### src/rtl/rle_decode.sv
`default_nettype none
// ============================================================================
// rle_decode: expands {byte,count} run entries read from DPSRAM port A and
// writes the plaintext back through the same port.   Rev 1.0
// ============================================================================
module rle_decode #(
  parameter int ADDR_W = 16,
  parameter int RD_LAT = 1
) (
  input  logic              clk,
  input  logic              nreset,
  input  logic              start,
  input  logic [31:0]       rle_addr,
  input  logic [31:0]       rle_size,
  input  logic [31:0]       message_addr,
  output logic [31:0]       message_size,
  output logic              done,
  output logic              port_A_clk,
  output logic [ADDR_W-1:0] port_A_addr,
  output logic              port_A_we,
  output logic [31:0]       port_A_data_in,
  input  logic [31:0]       port_A_data_out
);

  localparam int LAT_W = (RD_LAT > 1) ? $clog2(RD_LAT + 1) : 1;

  typedef enum logic [2:0] {
    IDLE   = 3'd0,
    FETCH  = 3'd1,
    LOAD   = 3'd2,
    EXPAND = 3'd3,
    WRITE  = 3'd4,
    NEXT   = 3'd5,
    FLUSH  = 3'd6,
    FIN    = 3'd7
  } state_t;

  state_t            state, state_nx;
  logic [ADDR_W-1:0] rd_ptr, wr_ptr;
  logic [29:0]       words_left;
  logic [31:0]       byte_cnt;
  logic [1:0]        lane;
  logic              half;
  logic [31:0]       cur_word;
  logic [7:0]        run_byte;
  logic [7:0]        run_left;
  logic [31:0]       pack;
  logic [LAT_W-1:0]  lat_cnt;
  logic [15:0]       entry;
  logic              lat_hit;

  assign port_A_clk = clk;
  assign entry      = half ? cur_word[31:16] : cur_word[15:0];
  assign lat_hit    = (lat_cnt == LAT_W'(RD_LAT));

  logic unused_inputs;
  generate
    if (ADDR_W < 32) begin : g_addr_unused
      assign unused_inputs = ^{rle_addr[31:ADDR_W], message_addr[31:ADDR_W], rle_size[1:0]};
    end else begin : g_addr_full
      assign unused_inputs = ^rle_size[1:0];
    end
  endgenerate

  always_ff @(posedge clk or negedge nreset) begin
    if (!nreset) state <= IDLE;
    else         state <= state_nx;
  end

  always_comb begin
    state_nx       = state;
    port_A_we      = 1'b0;
    port_A_addr    = '0;
    port_A_data_in = '0;
    case (state)
      IDLE: begin
        // A size below one word has nothing to fetch; treat it like an empty frame.
        if (start) state_nx = (rle_size[31:2] == 30'd0) ? FIN : FETCH;
      end
      FETCH: begin
        port_A_addr = rd_ptr;
        if (lat_hit) state_nx = LOAD;
      end
      LOAD: begin
        state_nx = (entry[7:0] == 8'd0) ? NEXT : EXPAND;
      end
      EXPAND: begin
        if (lane == 2'd3)          state_nx = WRITE;
        else if (run_left == 8'd1) state_nx = NEXT;
      end
      WRITE: begin
        port_A_we      = 1'b1;
        port_A_addr    = wr_ptr;
        port_A_data_in = pack;
        state_nx       = (run_left != 8'd0) ? EXPAND : NEXT;
      end
      NEXT: begin
        if (!half)                    state_nx = LOAD;
        else if (words_left != 30'd0) state_nx = FETCH;
        else if (lane != 2'd0)        state_nx = FLUSH;
        else                          state_nx = FIN;
      end
      FLUSH: begin
        port_A_we      = 1'b1;
        port_A_addr    = wr_ptr;
        port_A_data_in = pack;
        state_nx       = FIN;
      end
      FIN: begin
        state_nx = IDLE;
      end
      default: state_nx = IDLE;
    endcase
  end

  always_ff @(posedge clk or negedge nreset) begin
    if (!nreset) begin
      rd_ptr       <= '0;
      wr_ptr       <= '0;
      words_left   <= '0;
      byte_cnt     <= '0;
      lane         <= '0;
      half         <= 1'b0;
      cur_word     <= '0;
      run_byte     <= '0;
      run_left     <= '0;
      pack         <= '0;
      lat_cnt      <= '0;
      message_size <= '0;
      done         <= 1'b0;
    end else begin
      case (state)
        IDLE: begin
          if (start) begin
            rd_ptr     <= rle_addr[ADDR_W-1:0];
            wr_ptr     <= message_addr[ADDR_W-1:0];
            words_left <= rle_size[31:2];
            byte_cnt   <= '0;
            lane       <= '0;
            half       <= 1'b0;
            pack       <= '0;
            lat_cnt    <= '0;
            done       <= 1'b0;
          end
        end
        FETCH: begin
          if (lat_hit) begin
            cur_word   <= port_A_data_out;
            rd_ptr     <= rd_ptr + ADDR_W'(4);
            words_left <= words_left - 30'd1;
            half       <= 1'b0;
            lat_cnt    <= '0;
          end else begin
            lat_cnt <= lat_cnt + LAT_W'(1);
          end
        end
        LOAD: begin
          run_byte <= entry[15:8];
          run_left <= entry[7:0];
        end
        EXPAND: begin
          pack[{lane, 3'b000} +: 8] <= run_byte;
          lane     <= lane + 2'd1;
          byte_cnt <= byte_cnt + 32'd1;
          run_left <= run_left - 8'd1;
        end
        WRITE, FLUSH: begin
          wr_ptr <= wr_ptr + ADDR_W'(4);
          pack   <= '0;
        end
        NEXT: begin
          if (!half) half <= 1'b1;
        end
        FIN: begin
          message_size <= byte_cnt;
          done         <= 1'b1;
        end
        default: ;
      endcase
    end
  end

endmodule
`default_nettype wire

### config.mk
export PLATFORM = sky130hd
export DESIGN_NAME = rle_decode
export DESIGN_NICKNAME = d
export VERILOG_FILES = /design/src/rtl/rle_decode.sv
export SDC_FILE = /design/constraint.sdc
export NUM_CORES = 1
export LEC_CHECK = 0
export BUFFER_PORTS_ARGS = -buffer_cell sky130_fd_sc_hd__buf_2
export CAP_MARGIN = 5
export CORE_MARGIN = 2
export CORE_UTILIZATION = 52
export CTS_CLUSTER_DIAMETER = 50
export DETAILED_ROUTE_END_ITERATION = 10
export GPL_TIMING_DRIVEN = 0
export PLACE_DENSITY = 0.76
export REMOVE_ABC_BUFFERS = 1
export SYNTH_ARGS = -nofsm -noshare
export SYNTH_HDL_FRONTEND = slang
export SYNTH_SLANG_ARGS = --single-unit
export TNS_END_PERCENT = 1
### constraint.sdc
create_clock -name clk -period 3.2 [get_ports clk]
set_input_delay 0.32 -clock clk [delete_from_list [all_inputs] [get_ports clk]]
set_output_delay 0.32 -clock clk [all_outputs]
set_load 0.005 [all_outputs]
==> results of run 1 <==
==> final cells by class <==
type                    count  area [µm²]
well taps                 270       337.8
multi-input cells         787        5112
repair buffers            249        1659
fillers                  1647        6863
flip-flops and latches    214        5356
clock buffers              39       813.3
clock inverters             7       81.33
inverters                  19       76.32
==> cell usage in the layout (no fill, tap or decap), types with 7 or more instances in the layout <==
master,n
a21oi_1,65
a22o_1,39
a31oi_1,10
and2_1,34
and3_1,10
buf_2,178
clkbuf_16,28
clkbuf_8,7
dfrtp_1,213
dlygate4sd3_1,59
ha_1,12
inv_1,18
mux2_2,63
mux2i_1,26
nand2_1,111
nand3_1,53
nand4_1,16
nor2_1,77
nor3_1,26
nor4_1,22
o211ai_1,15
o21ai_0,60
o22a_1,9
o22ai_1,19
o2bb2a_1,7
o31ai_1,16
or2_2,7
==> worst max-delay path by stage <==
stage          slack (ns)  depth (start not counted)               to
3_3_place_gp        -9.91                          3   words_left[19]
5_1_grt              0.04                          6  port_A_addr[14]
3_5_place_dp        -0.65                          4   words_left[26]
6_report             0.19                          5   port_A_addr[8]
2_1_floorplan       -5.56                          5       rd_ptr[14]
4_1_cts              0.07                          6  port_A_addr[14]
==> repair_timing <==
item,4_1_cts,5_1_grt
setup endpoints to repair,113,6
resized for setup,6,1
endpoints found under the hold margin,166,0
hold buffers,59,0
==> cell families after synthesis <==
family	share of synthesized area, %
simple gates	18.76
compound gates	17.74
flops	49.70
mux	8.999
buf+inv	3.321
fa+ha+maj	1.393
xor+xnor	0.08130
==> routing by layer <==
metal  GRT usage [%]  vias up  wire length (µm)
met5               0        -                11
met3           5.741       50              2159
li1                -     4449                 -
met1           35.19     4513             12350
met2           42.44      335             13350
met4           6.381        2               628
==> sequential cells by signal, indices dropped and copies added (netlist names) <==
name,count
wr_ptr,16
run_byte,8
state,3
half,1
words_left,30
pack,32
lat_cnt,1
byte_cnt,32
cur_word,32
message_size,32
done,1
lane,2
rd_ptr,16
run_left,8
==> through the flow <==
stage | cell area (µm²) | total power, µW | instances | hold slack, ns
after CTS | 13420 | 12230 | 1583 | 0.003967
after global routing | 13440 | 13090 | 1585 | 0.01021
after floorplan | 10490 | 7476 | 1020 | 0.02441
after global placement | 11720 | 8554 | 1469 | 0.4029
final | 13440 | 12230 | 1585 | 0.006780
after detailed placement | 11920 | 9137 | 1479 | 0.4029
==> power breakdown <==
group	internal [µW]	switching [µW]	total [µW]
Combinational	1970	2360	4330
Clock	1840	1170	3010
Sequential	3760	1130	4890
Total	7580	4650	12200
==> critical path: cells and delay by family, from the launching register on <==
kind | cells | cell delay (ns)
flops | 1 | 0.74
buf+inv | 2 | 0.55
simple gates | 3 | 0.73
==> reports/metrics.cfg, run 1 <==
[yosys]
syn_avg_cell_area_um2 = 9.913
ys.flop_type = dfrtp_1
yosysSeqAreaShare_pct = 49.70
ys_warn_count = 0
synthTopCellsByArea = dfrtp_1 50%, mux2_2 6.6%, nand2_1 3.9%
synth_edf_count = 0
synthesis.area_mm2 = 0.01078
syn_inst = 1087
ys_types = 70
yosysTopAreaCell = dfrtp_1
synth.most_common_cell = dfrtp_1
ys_ff_latch = 214
netlist_top_cells_count = 214 x dfrtp_1, 112 x nand2_1, 78 x nor2_1
synth_top_area_share_pct = 49.70
async_flop_share_pct = 100.0

[sta]
setup_viol_count_final = 0
worst_slack_ns = 0.1860
hold_viol = 0
period_needed_ns = 3.014
rsz0062_at_grt = false
fmax_mhz = 331.8
fin_skew_ns = 0.01252
finalSetupTns_ns = 0
maxSlewViolCount = 0
timing.final.crit_share_pct = 94.19
slew_headroom_pct = 15.69
worst_pin_slew_ns = 1.253

[global_route]
track_usage_pct = 25.84
antenna_found_initial = 1
first_global_vias = 9168
grt-ovfl-total = 0
grt_max_degree = 110
grt_pass1_wl_um = 46240

[critical_path]
required_ns = 2.88
worstSetupPathType = reg -> out
cp-end-kind = output pin
startpoint_type = register
worstRegToRegCells = 4
r2r_start = state[0]
critPathSlowestCell = dfrtp_1
slowest_delay_ns = 0.74
rr_endpoint = words_left[26]
crit_chain = nand2b_2 -> inv_6 -> nand2_1 -> nand2_1 -> buf_2
cp.arrival_ns = 2.69
crit_top_cell = nand2_1
reg2reg_slack_ns = 0.22
path_max_fanout = 57
crit_start = state[2]

[detailed_routing]
vias = 9349
dr.pass1.iters = 5
wl_per_cell_um = 17.98
drt-total-wl_um = 28500
drc_errors = 0
drtIter0Drc = 643
ant_nets = 0
via_per_inst = 5.898

[layout]
nets = 1443
drive_gt1_share_pct = 24.87
antenna_cells = 0
final_core_util_pct = 66.19
synthToLayoutAreaGrowth_pct = 24.70

[status]
outcome = completed

[worst_hold_path]
hp-start = rle_addr[2]
worstHoldPathCells = 3
hold_end = rd_ptr[2]
hold_path.class = in -> reg

[placement]
place_congestion = 0.8336
dp_slack_ns = -0.6477
io_buffers = 179
dp_hpwl_um = 18620

[floorplanning]
rows = 52
start_util_pct = 53.08
core_area_mm2 = 0.02030
die_h_um = 148.0
pin_count = 214
die_w_um = 148.0
dieArea_mm2 = 0.02189

[cts]
cts_tree = yes
worstSkewPairLatency_ns = 0.64
clk_pin_slew_ns = 0.06
post_cts_buffers = 0

[pwr]
power.density_mw_per_mm2 = 910.1
peakVddDrop_mv = 0.5951
p_leak_uw = 0.006109

[flow_run]
cap_viol_max_count = 0

Note: power is estimated with default switching activity, not from simulation.
==> inputs of run 2 (changes only) <==
- HOLD_SLACK_MARGIN: default -> 0.02
==> run 2 against run 1 <==
Against the previous run:
- clock skew decreased by 0.00074 ns
- clock power about the same
- die area stayed put
- via count about the same
==> reports/metrics.cfg, run 2 (synthesis gave the netlist of run 1 again) <==
[placement]
place_congestion = 0.8336
postPlaceCellArea_mm2 = 0.01192
io_buffers = 179
dp_slack_ns = -0.6477
dp_hpwl_um = 18620

[cts]
post_cts_buffers = 0
clk_pin_slew_ns = 0.06
cts_tree = yes
worstSkewPairLatency_ns = 0.64

[sta]
fin_skew_ns = 0.01178
slew_headroom_pct = 15.60
hold_viol = 0
fmax_mhz = 329.5
period_needed_ns = 3.035
finalSetupTns_ns = 0
setup_viol_count_final = 0
maxSlewViolCount = 0
rsz0062_at_grt = false
worst_pin_slew_ns = 1.254
timing.final.crit_share_pct = 94.84
worst_hold_slack_ns = 0.03188
worst_slack_ns = 0.1652

[critical_path]
crit_top_cell = nand2_1
worstRegToRegCells = 4
path_buf_inv = 2
slowest_delay_ns = 0.75
required_ns = 2.88
cp-end-kind = output pin
critPathSlowestCell = dfrtp_1
cp.arrival_ns = 2.71
worstSetupPathType = reg -> out
reg2reg_slack_ns = 0.22
r2r_start = state[0]
startpoint_type = register
rr_endpoint = words_left[26]
crit_chain = nand2b_2 -> inv_6 -> nand2_1 -> nand2_1 -> buf_2
critPathTopFamily = flip-flops
path_max_fanout = 57

[layout]
fillCellCount = 1634
multiInputGateArea_mm2 = 0.005112
nets = 1451
most-common-layout-cells = 213 x dfrtp_1, 178 x buf_2, 111 x nand2_1
final_common_cell = dfrtp_1
antenna_cells = 0
final_core_util_pct = 66.59
fin_area_mm2 = 0.01352
seqCellArea_mm2 = 0.005356
synthToLayoutAreaGrowth_pct = 25.44
drive_gt1_share_pct = 24.72

[floorplanning]
start_util_pct = 53.08
pin_count = 214
core_area_mm2 = 0.02030
rows = 52
die_w_um = 148.0
dieArea_mm2 = 0.02189
die_h_um = 148.0

[detailed_routing]
drc_errors = 0
drtIter0Drc = 647
dr.pass1.iters = 5
ant_nets = 0
drt-total-wl_um = 28660
via_per_inst = 5.874
wl_per_cell_um = 17.99
vias = 9357

[flow_run]
cap_viol_max_count = 0

[pwr]
peakVddDrop_mv = 0.5673
power.density_mw_per_mm2 = 905.4
p_leak_uw = 0.006143

[global_route]
antenna_found_initial = 0
grt_max_degree = 110
grt_pass1_wl_um = 46440
grt-ovfl-total = 0
track_usage_pct = 25.96
first_global_vias = 9203

[worst_hold_path]
hp-start = rle_size[4]
worstHoldPathCells = 3
hold_path.class = in -> reg
hold_end = words_left[2]

[status]
outcome = completed

==> run 2: changes by cell type in the layout (fill, tap and decap cells not counted) <==
| cell | change |
|---|---|
| dlygate4sd3_1 | +8 |
==> run 2: stage by stage <==
step | power [µW] | instances
floorplan | 7476 | 1020
global placement | 8554 | 1469
detailed placement | 9137 | 1479
CTS | 12240 | 1591
global route | 13100 | 1593
finish | 12240 | 1593
==> run 2: timing repair <==
item | 4_1_cts | 5_1_grt
setup endpoints to repair | 113 | 6
hold buffers | 67 | 0
endpoints found under the hold margin | 174 | 0
resized for setup | 6 | 1
==> run 2: worst min-delay path, delay by kind of cell <==
kind / cells / cell delay (ns)
compound gates: 2 / 0.21
buf+inv: 1 / 0.09
==> run 2: how the worst max path moves through the flow <==
stage	startpoint	endpoint	cells past startpoint
after floorplan	state[0]	rd_ptr[14]	5
after CTS	state[0]	port_A_addr[14]	6
final	state[2]	port_A_addr[8]	5
after global placement	state[0]	words_left[19]	3
after detailed placement	state[0]	words_left[26]	4
after global routing	state[0]	port_A_addr[14]	6
==> run 2: cell type report <==
cell class | count | area share [%]
clock buffer | 39 | 6.017
tap | 270 | 2.499
sequential | 214 | 39.63
inverter | 19 | 0.5647
timing repair buffer | 257 | 12.87
multi-input combinational | 787 | 37.82
clock inverter | 7 | 0.6017
==> run 2: per-layer routing <==
metal / routed length (µm) / GRT usage, %
met4: 548 / 6.381
met1: 12570 / 35.36
met5: 0 / 0
met2: 13500 / 42.86
met3: 2044 / 5.525
==> run 2: where the power goes <==
group	leakage [µW]	switching [µW]	internal (µW)
logic	0.00302	2360	1980
clock network	0.000443	1170	1840
registers	0.00268	1130	3760
total	0.00614	4650	7580
==> inputs of run 3 (changes only) <==
==> constraint.sdc (replaced) <==
create_clock -name clk -period 3.2 [get_ports clk]
set_input_delay 0.16 -clock clk [delete_from_list [all_inputs] [get_ports clk]]
set_output_delay 0.16 -clock clk [all_outputs]
set_load 0.005 [all_outputs]
==> run 3 against run 2 <==
Against the previous run:
- sequential share of layout area is 0.84 points lower
- combinational power hardly changed
- register-to-register slack hardly changed
- hold slack better by 0.12 ns
- first-iteration DRC count increased by 1.9%
- utilization rose by 1.4 points
- non-clock buffer count rose by 30
- clock power hardly changed
- largest cell class unchanged
- highest routed layer unchanged
==> reports/metrics.cfg, run 3 (synthesis gave the netlist of run 1 again) <==
[cts]
clk_pin_slew_ns = 0.06
cts_tree = yes
worstSkewPairLatency_ns = 0.64

[layout]
synthToLayoutAreaGrowth_pct = 28.15
nets = 1481
fillCellCount = 1592
final_common_cell = dfrtp_1
drive_gt1_share_pct = 24.17
most-common-layout-cells = 213 x dfrtp_1, 178 x buf_2, 111 x nand2_1
antenna_cells = 0
fin_area_mm2 = 0.01381

[sta]
period_needed_ns = 2.980
finalSetupTns_ns = 0
fmax_mhz = 335.6
setup_viol_count_final = 0
hold_viol = 0
rsz0062_at_grt = false
worst_pin_slew_ns = 1.251
timing.final.crit_share_pct = 93.13
maxSlewViolCount = 0
slew_headroom_pct = 15.84
fin_skew_ns = 0.009893

[critical_path]
cp.arrival_ns = 3.50
reg2reg_slack_ns = 0.22
startpoint_type = register
worstSetupPathType = reg -> reg
cp-end-kind = register
required_ns = 3.72
path_max_fanout = 49

[floorplanning]
rows = 52
dieArea_mm2 = 0.02189
die_w_um = 148.0
start_util_pct = 53.08
core_area_mm2 = 0.02030
die_h_um = 148.0
pin_count = 214

[detailed_routing]
drtIter0Drc = 659
dr.pass1.iters = 5
drc_errors = 0
vias = 9516
wl_per_cell_um = 17.91
via_per_inst = 5.863
drt-total-wl_um = 29070
ant_nets = 0

[placement]
place_congestion = 0.8336
io_buffers = 179
postPlaceCellArea_mm2 = 0.01192
dp_hpwl_um = 18620

[pwr]
finalPower_uw = 12260
p_leak_uw = 0.006265
peakVddDrop_mv = 0.5734
power.density_mw_per_mm2 = 887.6

[worst_hold_path]
hold_path.class = in -> async

[global_route]
antenna_found_initial = 0
track_usage_pct = 26.39
grt-ovfl-total = 0
first_global_vias = 9428
grt_pass1_wl_um = 47290
grt_max_degree = 110

[flow_run]
cap_viol_max_count = 0

[status]
outcome = completed

==> run 3: layer usage <==
metal	global-route usage [%]	up-vias	part of all wire [%]
li1	-	4514	-
met1	35.67	4599	43
met2	43.40	350	47
met3	5.772	53	7.3
met4	7.190	0	2.3
met5	0	-	0
==> run 3: path summary, 6_finish.rpt <==
kind	startpoint	to	cells after the start
max	state[0]	words_left[26]	4
min	nreset	message_size[17]	2
max reg2reg	state[0]	words_left[26]	4
min reg2reg	wr_ptr[0]	wr_ptr[0]	2
max in group asynchronous	nreset	run_left[5]	3
min in group clk	message_addr[1]	wr_ptr[1]	4
==> run 3: cell type report <==
type                    instances  area, µm²  area share, %
clock buffers                  39      813.3          5.890
clock inverters                 7      81.33         0.5890
well taps                     270      337.8          2.447
inverters                      19      73.82         0.5346
multi-input cells             787       5106          36.98
repair buffers                287       2039          14.77
flip-flops and latches        214       5356          38.79
==> run 3: per-stage QoR <==
step | worst slack (ns) | util [%] | cells | hold slack, ns
floorplan | -5.563 | - | 1020 | -0.1356
global placement | -9.906 | 57.75 | 1469 | 0.2429
detailed placement | -0.6477 | 58.73 | 1479 | 0.2429
CTS | 0.2126 | 67.96 | 1621 | 0.2176
global route | 0.02049 | 68.02 | 1623 | 0.2617
finish | 0.2199 | 68.02 | 1623 | 0.1559
==> run 3: where the power goes <==
part,switching [µW],internal (µW)
combinational,2370,2000
clock,1160,1840
sequential,1120,3760
total,4650,7600
==> run 3: repair_timing <==
action | CTS | global route
hold endpoints to repair | 203 | 0
gates resized for setup | 5 | 0
hold buffers | 97 | 0
setup buffers | 0 | 0
setup endpoints to repair | 113 | 0
==> run 3: critical path: stages, from the launching register on <==
cell and delay (ns):
dfrtp_2 0.60, or4b_2 1.24, nand2_4 0.54, o21ai_0 0.19, a22o_1 0.27
